--- config.mk ---
export PLATFORM = sky130hd
export DESIGN_NAME = rng_check
export DESIGN_NICKNAME = d
export VERILOG_FILES = /design/src/rtl/rng_check_pkg.sv /design/src/rtl/rng_check_lfsr64_step.sv /design/src/rtl/rng_check.sv
export SDC_FILE = /design/constraint.sdc
export NUM_CORES = 1
export LEC_CHECK = 0
export ABC_AREA = 1
export CORE_MARGIN = 5
export CORE_UTILIZATION = 61
export CTS_BUF_LIST = sky130_fd_sc_hd__clkbuf_4 sky130_fd_sc_hd__clkbuf_8
export DETAILED_ROUTE_END_ITERATION = 6
export GPL_ROUTABILITY_DRIVEN = 0
export PLACE_DENSITY = 0.88
export RECOVER_POWER = 50
export SLEW_MARGIN = 20
export SYNTH_ARGS = -nofsm -noshare
export SYNTH_HDL_FRONTEND = slang
export SYNTH_SLANG_ARGS = --single-unit
--- constraint.sdc ---
create_clock -name clk -period 5.5 [get_ports clk]
set_input_delay 1.1 -clock clk [delete_from_list [all_inputs] [get_ports clk]]
set_output_delay 1.1 -clock clk [all_outputs]
set_load 0.05 [all_outputs]
--- src/rtl/rng_check_pkg.sv ---
// ============================================================================
//  Module      : rng_check_pkg
//  Description : Shared rtt_probe PRNG definitions: LFSR width, taps, step fn.
//  Revision    : 1.0
// ============================================================================
`default_nettype none

package rng_check_pkg;

    localparam int c_LFSR_W = 64;
    localparam int c_TAP_A  = 63;
    localparam int c_TAP_B  = 62;
    localparam int c_TAP_C  = 60;
    localparam int c_TAP_D  = 59;

    typedef enum logic [1:0] {
        ST_IDLE = 2'd0,
        ST_SYNC = 2'd1,
        ST_ADV  = 2'd2,
        ST_WAIT = 2'd3
    } state_t;

    // One shift-left step; the XOR of the taps feeds bit 0.
    function automatic logic [c_LFSR_W-1:0] lfsr_step(input logic [c_LFSR_W-1:0] v);
        return {v[c_LFSR_W-2:0], v[c_TAP_A] ^ v[c_TAP_B] ^ v[c_TAP_C] ^ v[c_TAP_D]};
    endfunction

endpackage

`default_nettype wire

--- src/rtl/rng_check_lfsr64_step.sv ---
// ============================================================================
//  Module      : lfsr64_step
//  Description : 64-bit LFSR register with load, shift enable and a zero
//                detect on the load candidate.
//  Revision    : 1.0
// ============================================================================
`default_nettype none

module lfsr64_step
    import rng_check_pkg::*;
(
    input  logic                clk,
    input  logic                reset,
    input  logic                load,
    input  logic [c_LFSR_W-1:0] load_val,
    input  logic                shift,
    output logic [c_LFSR_W-1:0] value,
    output logic                load_val_zero
);

    logic [c_LFSR_W-1:0] r_lfsr;

    always_ff @(posedge clk) begin
        if (reset) begin
            r_lfsr <= '0;
        end else if (load) begin
            r_lfsr <= load_val;
        end else if (shift) begin
            r_lfsr <= lfsr_step(r_lfsr);
        end
    end

    assign value         = r_lfsr;
    // All-zero is the lock-up value and must never be loaded as a seed.
    assign load_val_zero = (load_val == '0);

endmodule

`default_nettype wire

--- src/rtl/rng_check.sv ---
// ============================================================================
//  Module      : rng_check
//  Description : Receive-side PRNG payload checker; self-syncs a local LFSR
//                and counts good/bad words. Option: RNG_CHECK_RESYNC_EN.
//  Revision    : 1.0
// ============================================================================
`default_nettype none

module rng_check
    import rng_check_pkg::*;
#(
    parameter int STEPS = 64,
    parameter int CNT_W = 32
) (
    input  logic                clk,
    input  logic                reset,
    input  logic                start,
    input  logic                clr_cnt,
    input  logic [c_LFSR_W-1:0] in_data,
    input  logic                in_vld,
    output logic                in_rdy,
    output logic                locked,
    output logic                err_pulse,
    output logic [CNT_W-1:0]    word_cnt,
    output logic [CNT_W-1:0]    err_cnt
);

    localparam int                  c_STEP_W    = $clog2(STEPS) + 1;
    localparam logic [c_STEP_W-1:0] c_LAST_STEP = c_STEP_W'(STEPS - 1);

    state_t              r_state;
    state_t              w_state_nxt;
    logic [c_STEP_W-1:0] r_step;
    logic [CNT_W-1:0]    r_word_cnt;
    logic [CNT_W-1:0]    r_err_cnt;
    logic                r_err_pulse;

    logic                w_accept;
    logic                w_match;
    logic                w_data_zero;
    logic                w_load;
    logic                w_shift;
    logic                w_word_inc;
    logic                w_err_inc;
    logic [c_LFSR_W-1:0] w_lfsr;

    lfsr64_step u_lfsr (
        .clk           (clk),
        .reset         (reset),
        .load          (w_load),
        .load_val      (in_data),
        .shift         (w_shift),
        .value         (w_lfsr),
        .load_val_zero (w_data_zero)
    );

    assign in_rdy   = (r_state != ST_ADV);
    assign w_accept = in_vld && in_rdy;
    assign w_match  = (in_data == w_lfsr);

    always_comb begin
        w_state_nxt = r_state;
        w_load      = 1'b0;
        w_shift     = 1'b0;
        w_word_inc  = 1'b0;
        w_err_inc   = 1'b0;
        case (r_state)
            ST_IDLE: begin
                w_state_nxt = ST_IDLE;
            end
            ST_SYNC: begin
                if (w_accept && !w_data_zero) begin
                    w_load      = 1'b1;
                    w_state_nxt = ST_ADV;
                end
            end
            ST_ADV: begin
                w_shift = 1'b1;
                if (r_step == c_LAST_STEP) begin
                    w_state_nxt = ST_WAIT;
                end
            end
            ST_WAIT: begin
                if (w_accept) begin
                    if (w_match) begin
                        w_word_inc  = 1'b1;
                        w_state_nxt = ST_ADV;
                    end else begin
                        w_err_inc = 1'b1;
`ifdef RNG_CHECK_RESYNC_EN
                        if (w_data_zero) begin
                            w_state_nxt = ST_SYNC;
                        end else begin
                            w_load      = 1'b1;
                            w_state_nxt = ST_ADV;
                        end
`else
                        w_state_nxt = ST_ADV;
`endif
                    end
                end
            end
            default: begin
                w_state_nxt = ST_IDLE;
            end
        endcase
        // start overrides everything, including a word accepted this cycle.
        if (start) begin
            w_state_nxt = ST_SYNC;
            w_load      = 1'b0;
            w_word_inc  = 1'b0;
            w_err_inc   = 1'b0;
        end
    end

    always_ff @(posedge clk) begin
        if (reset) begin
            r_state <= ST_IDLE;
            r_step  <= '0;
        end else begin
            r_state <= w_state_nxt;
            if (r_state == ST_ADV) begin
                r_step <= r_step + c_STEP_W'(1);
            end else begin
                r_step <= '0;
            end
        end
    end

    always_ff @(posedge clk) begin
        if (reset) begin
            r_word_cnt  <= '0;
            r_err_cnt   <= '0;
            r_err_pulse <= 1'b0;
        end else begin
            r_err_pulse <= w_err_inc;
            if (clr_cnt) begin
                r_word_cnt <= '0;
                r_err_cnt  <= '0;
            end else begin
                if (w_word_inc && !(&r_word_cnt)) begin
                    r_word_cnt <= r_word_cnt + CNT_W'(1);
                end
                if (w_err_inc && !(&r_err_cnt)) begin
                    r_err_cnt <= r_err_cnt + CNT_W'(1);
                end
            end
        end
    end

    assign locked    = (r_state == ST_ADV) || (r_state == ST_WAIT);
    assign err_pulse = r_err_pulse;
    assign word_cnt  = r_word_cnt;
    assign err_cnt   = r_err_cnt;

endmodule

`default_nettype wire

==> results.md <==
* Min Tclk post-route at about 4.0 ns
* Cts bufs inserted at 17
* Crit-path slowest cell: clkdlybuf4s50_1
* Die area at 0.0186 mm²
* Via count at 10.5k
* Vias per cell at 5.10
* Most numerous cell in the Yosys netlist: nor2_1
* Ranking of synthesized cells by area: dfxtp_1 (28%), nor2_1 (17%), nand2_1 (15%), inv_1 (11%), nand3_1 (6.3%)
* Pleak at 0.00494 µW
* Slew Viols, Final at 28
* Global Route Usage Sum at 26.0%
* 1st-iter DRT viols at roughly 760
* Sum of buffers and inverters on the critical path at 3
* RSZ-0062 raised after global routing: no
* Flops & latches, synth at 138
* Status: finished, violations left
* Final HPWL DP at 17.3 mm
* DR WL/cell at roughly 12 µm
* Post-synth EDFFs at 0
* Post-CTS setup buffer count at 0
* Reg clk slew, reported paths at 0.07 ns
* Final hold viol count at 0
* Hold buffers post-CTS at 0
* Vias in the first global route at slightly above 9k
* Max Root-Sink Buffers at 2
* Crit share post-route at between 70% and 80%
* P_sw at 565 µW
* Post-synthesis net count at roughly 1.8k
* Cell accounting for the most synthesized area: dfxtp_1
* CP required at 4.40 ns
* Commonest cells in the netlist: nor2_1 (430), nand2_1 (398), inv_1 (289), dfxtp_1 (138), nand3_1 (123)
* Core Util, Final at 73.3%
* HP Start: r_step[0]
* WL final at between 20 and 25 mm
* Cells after Synth at 1732
* CTS tree: yes
* Initial antenna violation count at 1
* Root buf cell: clkbuf_8
* Area growth from synthesis to layout at 18.7%
* Async SR Flop Fraction at 0%
* Register area share after synthesis at 28.4%
* FF-to-FF Start: u_lfsr.value[30]
* IO Port Bufs at about 140
* Layout Nets at 1899
* Largest net degree at the start of global routing at 94
* Post-cts sizing count at 0
* Crit path launch type: flop
* Max Fclk at 0.250 GHz
* Starting Density at 61.8%
* Syn Area/Cell at 5.62 µm²
* Share of cells above drive strength 1 at 4.62%
* CP Capture Type: output port
* Cell Chain, Critical Path: inv_1, nor2_1, clkinv_2, clkdlybuf4s50_1
* Synth top area share at between 20% and 30%
* Prevailing post-synth register cell: dfxtp_1
* Share of power burned in registers at 47.1%
* Unique masters post-synth at 32
* Slew margin rel. at -34.6%
* Row Count at 46
* Sw frac at about a quarter
* Post-route ant nets at 0
* Max cap viols at 1
* Worst slew pin tran at 2.01 ns
* Worst-path maximum fanout at 60
* Max IR drop VDD at 0.000170 V
* Worst setup startpoint: r_state[1]
* Clk_lat worst skew at 0.46 ns
* Post-Syn Area at roughly 0.0097 mm²
* First-pass GRT wire length at between 40 and 50 mm
* PwrDens at between 150 and 200 mW/mm²
* Die width at between 100 and 150 µm
* DR DRC count at 0
* Int Pwr at 1610 µW
* Top delay family on crit path: buffers and inverters
* DRT Pass-1 Iters at 7
* Reg-to-reg slack, setup at 2.37 ns
* Failing checks: capacitance limit, slew limit
* Worst Path Arrival at 2.90 ns
* Post-Route Setup TNS at 0 ns
* Die extent in y at 136 µm
* Clk_skew at 0.0200 ns
* Remaining Overflow, GRT at 0
* CTS H-tree lvls at 4
* Largest stage delay, worst path at 0.92 ns
* Critical path type: flop to output port
* Clk sinks at 138
* Synth Warn # at 0
* Logic pwr share at approximately 11%
* Worst min-delay path class: flop to flop
* Core footprint at around 0.016 mm²
* Finish-stage setup viols at 0
* Ports at 136
* Clock share of power at 41.7%
## cells in the final DEF (no fill, tap or decap), types with 6 or more instances in the layout
cell             instances
nor3_1                  20
xor2_1                  16
inv_1                  288
nand2_1                398
nor2_2                   8
buf_4                    6
dfxtp_1                138
nor2_1                 430
dlygate4sd3_1           68
inv_2                   13
nand3_1                122
xnor2_1                 31
clkdlybuf4s50_1         66
a21oi_1                 71
nand2_2                  6
clkbuf_8                20
nand4_1                 88
## sequential cells by signal, summed over array words and instances, names as in the netlist
name          cells
err_cnt          32
err_pulse         1
r_state           2
r_step            7
u_lfsr.value     64
word_cnt         32
## kinds of logic after synthesis
logic type,count (synthesis),synth area share (%)
compound gates,78,4.07
xor+xnor,47,4.23
fa+ha+maj,3,0.385
buf+inv,369,14.8
flops,138,28.4
simple gates,1097,48.2
## power groups by stage
stage | combinational (µW) | clock (µW) | sequential, µW
after floorplan | 150 | 0 | 1050
after global placement | 236 | 0 | 1050
after detailed placement | 241 | 0 | 1050
after CTS | 242 | 926 | 1030
after global routing | 273 | 968 | 1030
final | 242 | 908 | 1030
## stage by stage
step / area, µm² / std cells / hold WS (ns) / setup WS (ns) / total power [µW]
2_1_floorplan: 9740 / 1732 / 0.418 / 2.98 / 1200
3_3_place_gp: 11100 / 2024 / 0.432 / 1.64 / 1280
3_5_place_dp: 11100 / 2024 / 0.444 / 1.61 / 1290
4_1_cts: 11600 / 2056 / 0.456 / 1.45 / 2190
5_1_grt: 11600 / 2057 / 0.463 / 1.30 / 2270
6_report: 11600 / 2057 / 0.460 / 1.50 / 2180
## worst register-to-register path: stages (launching register included)
cell     delay [ns]
dfxtp_1        0.36
inv_1          0.07
nand2_1        0.06
nand2_1        0.06
nor2_1         0.15
inv_1          0.06
nor2_1         0.10
nand2_1        0.06
nor2_1         0.10
nand2_1        0.08
nor2_1         1.48
nand4_1        0.26
nand2_1        0.15
nor2_1         0.05
## area by class of cell
type	instances	area, µm²
antenna	1	2.50
clock buffer	22	290
clock inverter	10	141
fill	1429	4210
inverter	304	1140
multi-input combinational	1225	5560
sequential	138	2760
tap	216	270
timing repair buffer	141	1390
## per-layer routing
layer	vias to the layer above	global-route usage (%)	part of all wire, %
li1	5487	-	-
met1	4671	32.8	44
met2	297	44.3	48
met3	44	4.96	5.6
met4	0	9.29	2.2
met5	-	0	0
## path summary, 6_finish.rpt
path                                    end  cells past startpoint
worst max-delay path                 in_rdy                      4
worst min-delay path              r_step[0]                      1
worst max register to register  word_cnt[6]                     13
worst min register to register    r_step[0]                      1
Power figures use the tool's default switching activity.
